File: src/rtl/baud_rate_gen_master_if.sv
// Control/status bundle between the SPI master control logic and the baud-rate generator.
// The master modport is the generator's view; slave is the controller's view.
interface baud_rate_gen_master_if #(
    parameter int DATA_WIDTH = 8,
    parameter int SPR_W      = 3
);
    localparam int CNT_W = (DATA_WIDTH > 1) ? $clog2(DATA_WIDTH) : 1;

    logic             SPE;
    logic [SPR_W-1:0] SPR;
    logic             start;
    logic             M_BaudRate;
    logic             idle;
    logic [CNT_W-1:0] bit_cnt;
    logic             done;

    modport master (
        input  SPE, SPR, start,
        output M_BaudRate, idle, bit_cnt, done
    );

    modport slave (
        output SPE, SPR, start,
        input  M_BaudRate, idle, bit_cnt, done
    );
endinterface

File: src/rtl/baud_rate_gen_master.sv
// SPI master baud-rate generator: divides clk by 2*2^SPR into M_BaudRate for one
// DATA_WIDTH-bit transfer per start request, counting completed bits on falling toggles.
module baud_rate_gen_master #(
    parameter int DATA_WIDTH = 8,
    parameter int SPR_W      = 3
) (
    input  logic                      clk,
    input  logic                      rst_n,
    baud_rate_gen_master_if.master    bus
);
    localparam int CNT_W = (DATA_WIDTH > 1) ? $clog2(DATA_WIDTH) : 1;
    // Wide enough to hold H-1 for the largest selectable H = 2^(2^SPR_W - 1).
    localparam int DIV_W = (((1 << SPR_W) - 1) > 0) ? ((1 << SPR_W) - 1) : 1;

    localparam logic [0:0] ST_IDLE = 1'b0;
    localparam logic [0:0] ST_RUN  = 1'b1;

    logic [0:0]       state_q, state_d;
    logic [SPR_W-1:0] spr_q,   spr_d;
    logic [DIV_W-1:0] div_q,   div_d;
    logic             baud_q,  baud_d;
    logic [CNT_W-1:0] cnt_q,   cnt_d;
    logic             done_q,  done_d;

    logic [DIV_W-1:0] div_max;
    logic             cnt_last;

    assign div_max  = DIV_W'((64'd1 << spr_q) - 64'd1);
    assign cnt_last = (cnt_q == CNT_W'(DATA_WIDTH - 1));

    always_comb begin
        // NOTE: every next-state signal gets a default first so no path leaves it unassigned (no latches).
        state_d = state_q;
        spr_d   = spr_q;
        div_d   = div_q;
        baud_d  = baud_q;
        cnt_d   = cnt_q;
        done_d  = 1'b0;

        case (state_q)
            ST_IDLE: begin
                div_d  = '0;
                baud_d = 1'b0;
                cnt_d  = '0;
                if (bus.SPE && bus.start) begin
                    state_d = ST_RUN;
                    spr_d   = bus.SPR;
                end
            end
            ST_RUN: begin
                if (!bus.SPE) begin
                    // Abort: silent return to idle, no completion pulse.
                    state_d = ST_IDLE;
                    div_d   = '0;
                    baud_d  = 1'b0;
                    cnt_d   = '0;
                end else if (div_q == div_max) begin
                    div_d  = '0;
                    baud_d = ~baud_q;
                    if (baud_q) begin
                        // Falling toggle closes a bit; the last one ends the transfer.
                        if (cnt_last) begin
                            state_d = ST_IDLE;
                            baud_d  = 1'b0;
                            cnt_d   = '0;
                            done_d  = 1'b1;
                        end else begin
                            cnt_d = cnt_q + 1'b1;
                        end
                    end
                end else begin
                    div_d = div_q + 1'b1;
                end
            end
            default: state_d = ST_IDLE;
        endcase
    end

    always_ff @(posedge clk or negedge rst_n) begin
        if (!rst_n) begin
            state_q <= ST_IDLE;
            spr_q   <= '0;
            div_q   <= '0;
            baud_q  <= 1'b0;
            cnt_q   <= '0;
            done_q  <= 1'b0;
        end else begin
            // NOTE: non-blocking assignments so every register samples pre-edge values.
            state_q <= state_d;
            spr_q   <= spr_d;
            div_q   <= div_d;
            baud_q  <= baud_d;
            cnt_q   <= cnt_d;
            done_q  <= done_d;
        end
    end

    assign bus.M_BaudRate = baud_q;
    assign bus.idle       = (state_q == ST_IDLE);
    assign bus.bit_cnt    = cnt_q;
    assign bus.done       = done_q;
endmodule
File: src/flat_wrapper.sv
// flat-port wrapper written by rule: the top's interface ports become plain ports
module baud_rate_gen_master_flat 
#(
    parameter int DATA_WIDTH = 8,
    parameter int SPR_W      = 3
)
  (clk, rst_n, bus_SPE, bus_SPR, bus_start, bus_M_BaudRate, bus_idle, bus_bit_cnt, bus_done);
  baud_rate_gen_master_if #(.DATA_WIDTH(DATA_WIDTH), .SPR_W(SPR_W)) bus_i ();
  input  logic clk;
  input  logic rst_n;
  input wire logic [$bits(bus_i.SPE)-1:0] bus_SPE;
  input wire logic [$bits(bus_i.SPR)-1:0] bus_SPR;
  input wire logic [$bits(bus_i.start)-1:0] bus_start;
  output wire logic [$bits(bus_i.M_BaudRate)-1:0] bus_M_BaudRate;
  output wire logic [$bits(bus_i.idle)-1:0] bus_idle;
  output wire logic [$bits(bus_i.bit_cnt)-1:0] bus_bit_cnt;
  output wire logic [$bits(bus_i.done)-1:0] bus_done;
  assign bus_i.SPE = bus_SPE;
  assign bus_i.SPR = bus_SPR;
  assign bus_i.start = bus_start;
  assign bus_M_BaudRate = bus_i.M_BaudRate;
  assign bus_idle = bus_i.idle;
  assign bus_bit_cnt = bus_i.bit_cnt;
  assign bus_done = bus_i.done;
  baud_rate_gen_master #(.DATA_WIDTH(DATA_WIDTH), .SPR_W(SPR_W)) u_core (.clk(clk), .rst_n(rst_n), .bus(bus_i));
endmodule
File: config.mk
export PLATFORM = sky130hd
export DESIGN_NAME = baud_rate_gen_master_flat
export DESIGN_NICKNAME = d
export VERILOG_FILES = /design/src/rtl/baud_rate_gen_master_if.sv /design/src/rtl/baud_rate_gen_master.sv /design/src/flat_wrapper.sv
export SDC_FILE = /design/constraint.sdc
export NUM_CORES = 1
export LEC_CHECK = 0
export BUFFER_PORTS_ARGS = -buffer_cell sky130_fd_sc_hd__buf_2
export CAP_MARGIN = 30
export CORE_MARGIN = 3
export CORE_UTILIZATION = 36
export DETAILED_ROUTE_END_ITERATION = 7
export GPL_ROUTABILITY_DRIVEN = 0
export PLACE_DENSITY = 0.64
export SKIP_CTS_REPAIR_TIMING = 1
export SLEW_MARGIN = 15
export SYNTH_ARGS = -nofsm -noshare
export SYNTH_HDL_FRONTEND = slang
export SYNTH_SLANG_ARGS = --single-unit
File: constraint.sdc
create_clock -name clk -period 4.3 [get_ports clk]
set_clock_uncertainty 0.2 [all_clocks]
set_input_delay 0.215 -clock clk [delete_from_list [all_inputs] [get_ports clk]]
set_output_delay 0.215 -clock clk [all_outputs]
set_load 0.1 [all_outputs]
==> impl_metrics.ini <==
[global_routing]
grt_pass1_wl_mm = 3.03
grt_pass1_vias = 671
grt_max_degree = 17
antenna_found_initial = 0
grt_use_total_pct = 11.9
grt.overflow.total = 0

[critical_path]
cp_data_arrival_time_ns = 2.84
path_class = register to register
cp.required_ns = 4.31
critPathCaptureType = register
critical_path.startpoint_type = register
cp_max_fo = 14

[clock_tree]
numCtsBuffers = 3
clock-root-buffer = clkbuf_4
clockBufferDepth = 2
worstSkewPairLatency_ns = 0.29
clkSlewWorstSetupHoldPaths_ns = 0.09
cts.sinks = 16
tritoncts = done
htreeDepth = 1

[synthesis]
netlist_instances = 97
synth_ff_type = dfrtp_1
netlist_top_cells_area = dfrtp_1 41%, ha_1 5.2%, nor2_1 3.9%, xnor2_1 3.6%, xor2_1 3.6%
ys_types = 34
synth_area_um2 = 966
syn_nets = 108
async_flop_share_pct = 100
yosys.area.top_type = dfrtp_1
ys_seq_area_share_pct = 41.5
synth_edf_count = 0
synth.avg_cell_area_um2 = 9.96
synth_top_area_share_pct = 41.5
yosys_warnings = 0
ys_seq_elements = 16

[placed_design]
place_area_um2 = 1040
dp.final_hpwl_mm = 1.28
portBuffers = 12
place_ws_ns = 1.48

[flow_run]
maxCapViolations = 0

[cells_and_area]
ff_latch_area_um2 = 400
diodes = 0
design_area_um2 = 1130
drive_gt1_share_pct = 21.2
areaGrowthSynthToFinish_pct = 17.0
post-route-util_pct = 44.8
layout.nets = 125
multi_input_area_um2 = 531
fillCellCount = 245

[timing]
period_minus_slack_ns = 2.83
drv_slew = 0
timing.final.crit_share_pct = 65.7
hold_violations = 0
finalSetupTns_ns = 0
slew_headroom_pct = 65.8
fmax_mhz = 354
setup_viol = 0
rsz0062_at_grt = no
worst_pin_slew_ns = 0.511
timing.final.ws_setup_ns = 1.47

[outcome]
status = complete, no violations

[routing]
routed_wl_mm = 1.76
antenna_left = 0
drt_iter0_markers = 11
viasPerCell = 5.20
avgRoutedWirePerCell_um = 12.3
drc_errors = 0
first_pass_iters = 4
vias = 744

[power_and_ir_drop]
powerDensity_nw_per_um2 = 314
internal_power_uw = 245
swShare_pct = 31.0
switching_power_uw = 110
pwr-share-seq_pct = 49.2
p_comb_share_pct = 22.2
vdd_drop_max_v = 0.000220
p_leak_uw = 0.000486
clkPwrFrac_pct = 28.6

[die]
coreArea_um2 = 2520
die_h_um = 57.8
die_w_um = 57.8
ios = 13
die_area_um2 = 3340
initial_core_util_pct = 38.3
rows = 18

[min_path]
hold_class = input pin to register
## power groups by stage
| stage | Sequential [µW] | Combinational (µW) | Clock [µW] |
|---|---|---|---|
| 2_1_floorplan | 165 | 73.2 | 0 |
| 3_3_place_gp | 176 | 74.6 | 0 |
| 3_5_place_dp | 177 | 76.2 | 0 |
| 4_1_cts | 174 | 76.4 | 104 |
| 5_1_grt | 177 | 86.6 | 115 |
| 6_report | 175 | 78.9 | 101 |
## metal layers
metal | up-vias | track usage, % | wire length (µm)
met1 | 356 | 17.8 | 882
met4 | 0 | 4.97 | 14
met5 | - | 0 | 0
met3 | 2 | 2.67 | 63
met2 | 12 | 16.3 | 801
li1 | 374 | - | -
## layout make-up
cell class	count	area share [%]
Multi-Input combinational cell	72	47.0
Sequential cell	16	35.4
Timing Repair Buffer	17	9.75
Tap cell	30	3.32
Clock buffer	4	3.21
Inverter	4	1.33
## sequential cells by signal, summed over array words and instances (netlist names)
| name | cells |
|---|---|
| u_core.bus.bit_cnt | 3 |
| u_core.state_q | 1 |
| u_core.div_q | 7 |
| u_core.bus.M_BaudRate | 1 |
| u_core.spr_q | 3 |
| u_core.bus.done | 1 |
## placed cells by master, fill, tap and decap left out, types with 2 or more instances in the layout
master          n
xnor2_1         4
o211ai_1        2
mux2_2          3
nand3b_1        2
nand2_1         7
clkbuf_4        3
or3_1           2
and3_1          4
and2_1          2
nor2_1         10
ha_1            4
mux2i_1         3
xor2_1          4
nand3_1         4
o21ai_0         3
dfrtp_1        16
dlygate4sd3_1   5
buf_2          12
inv_1           4
o31ai_1         2
or4_1           2
## cell families (layout without fill, tap and decap cells)
| group | count (synthesis) | count (layout) | share of synthesized area (%) |
|---|---|---|---|
| AOI/OAI and AO/OA | 13 | 13 | 11.1 |
| buffers and inverters | 9 | 25 | 3.63 |
| and+or+nand+nor | 41 | 41 | 24.7 |
| muxes | 6 | 6 | 6.61 |
| xor gates and xnor gates | 8 | 8 | 7.25 |
| DFF | 16 | 16 | 41.5 |
| adders and majority gates | 4 | 4 | 5.18 |
## path summary, 6_finish.rpt
path | startpoint | depth (start not counted) | slack [ns] | to
setup / recovery | u_core.spr_q[2] | 7 | 1.47 | u_core.bus.bit_cnt[2]
max in group asynchronous | rst_n | 2 | 3.47 | u_core.state_q
setup reg to reg | u_core.spr_q[2] | 7 | 1.47 | u_core.bus.bit_cnt[2]
hold / removal | bus_start | 3 | 0.04 | u_core.state_q
min in group asynchronous | rst_n | 2 | 0.16 | u_core.div_q[0]
hold reg to reg | u_core.div_q[0] | 1 | 0.33 | u_core.div_q[0]
## synth_stat cells, types with 2 or more instances
cell      count
dfrtp_1      16
nor2_1       10
nand2_1       7
and3_1        4
clkbuf_1      4
ha_1          4
inv_1         4
nand3_1       4
xnor2_1       4
xor2_1        4
mux2_2        3
mux2i_1       3
o21ai_0       3
and2_1        2
nand3b_1      2
o211ai_1      2
o31ai_1       2
or3_1         2
or4_1         2
## worst max-delay path, stage by stage, from the launching register on
cell,delay [ns]
dfrtp_1,0.51
or3_1,0.41
ha_1,0.30
xor2_1,0.24
and4_1,0.24
o221ai_2,0.16
nor4_4,0.45
mux2i_1,0.24
## per-stage QoR
| stage | power (µW) | hold WS, ns | instances |
|---|---|---|---|
| after CTS | 355 | -0.367 | 138 |
| final | 355 | 0.0394 | 143 |
| after global routing | 379 | 0.0910 | 143 |
| after global placement | 251 | -0.0519 | 134 |
| after detailed placement | 253 | -0.0423 | 134 |
| after floorplan | 238 | -0.281 | 97 |
Note: power is estimated with default switching activity, not from simulation.
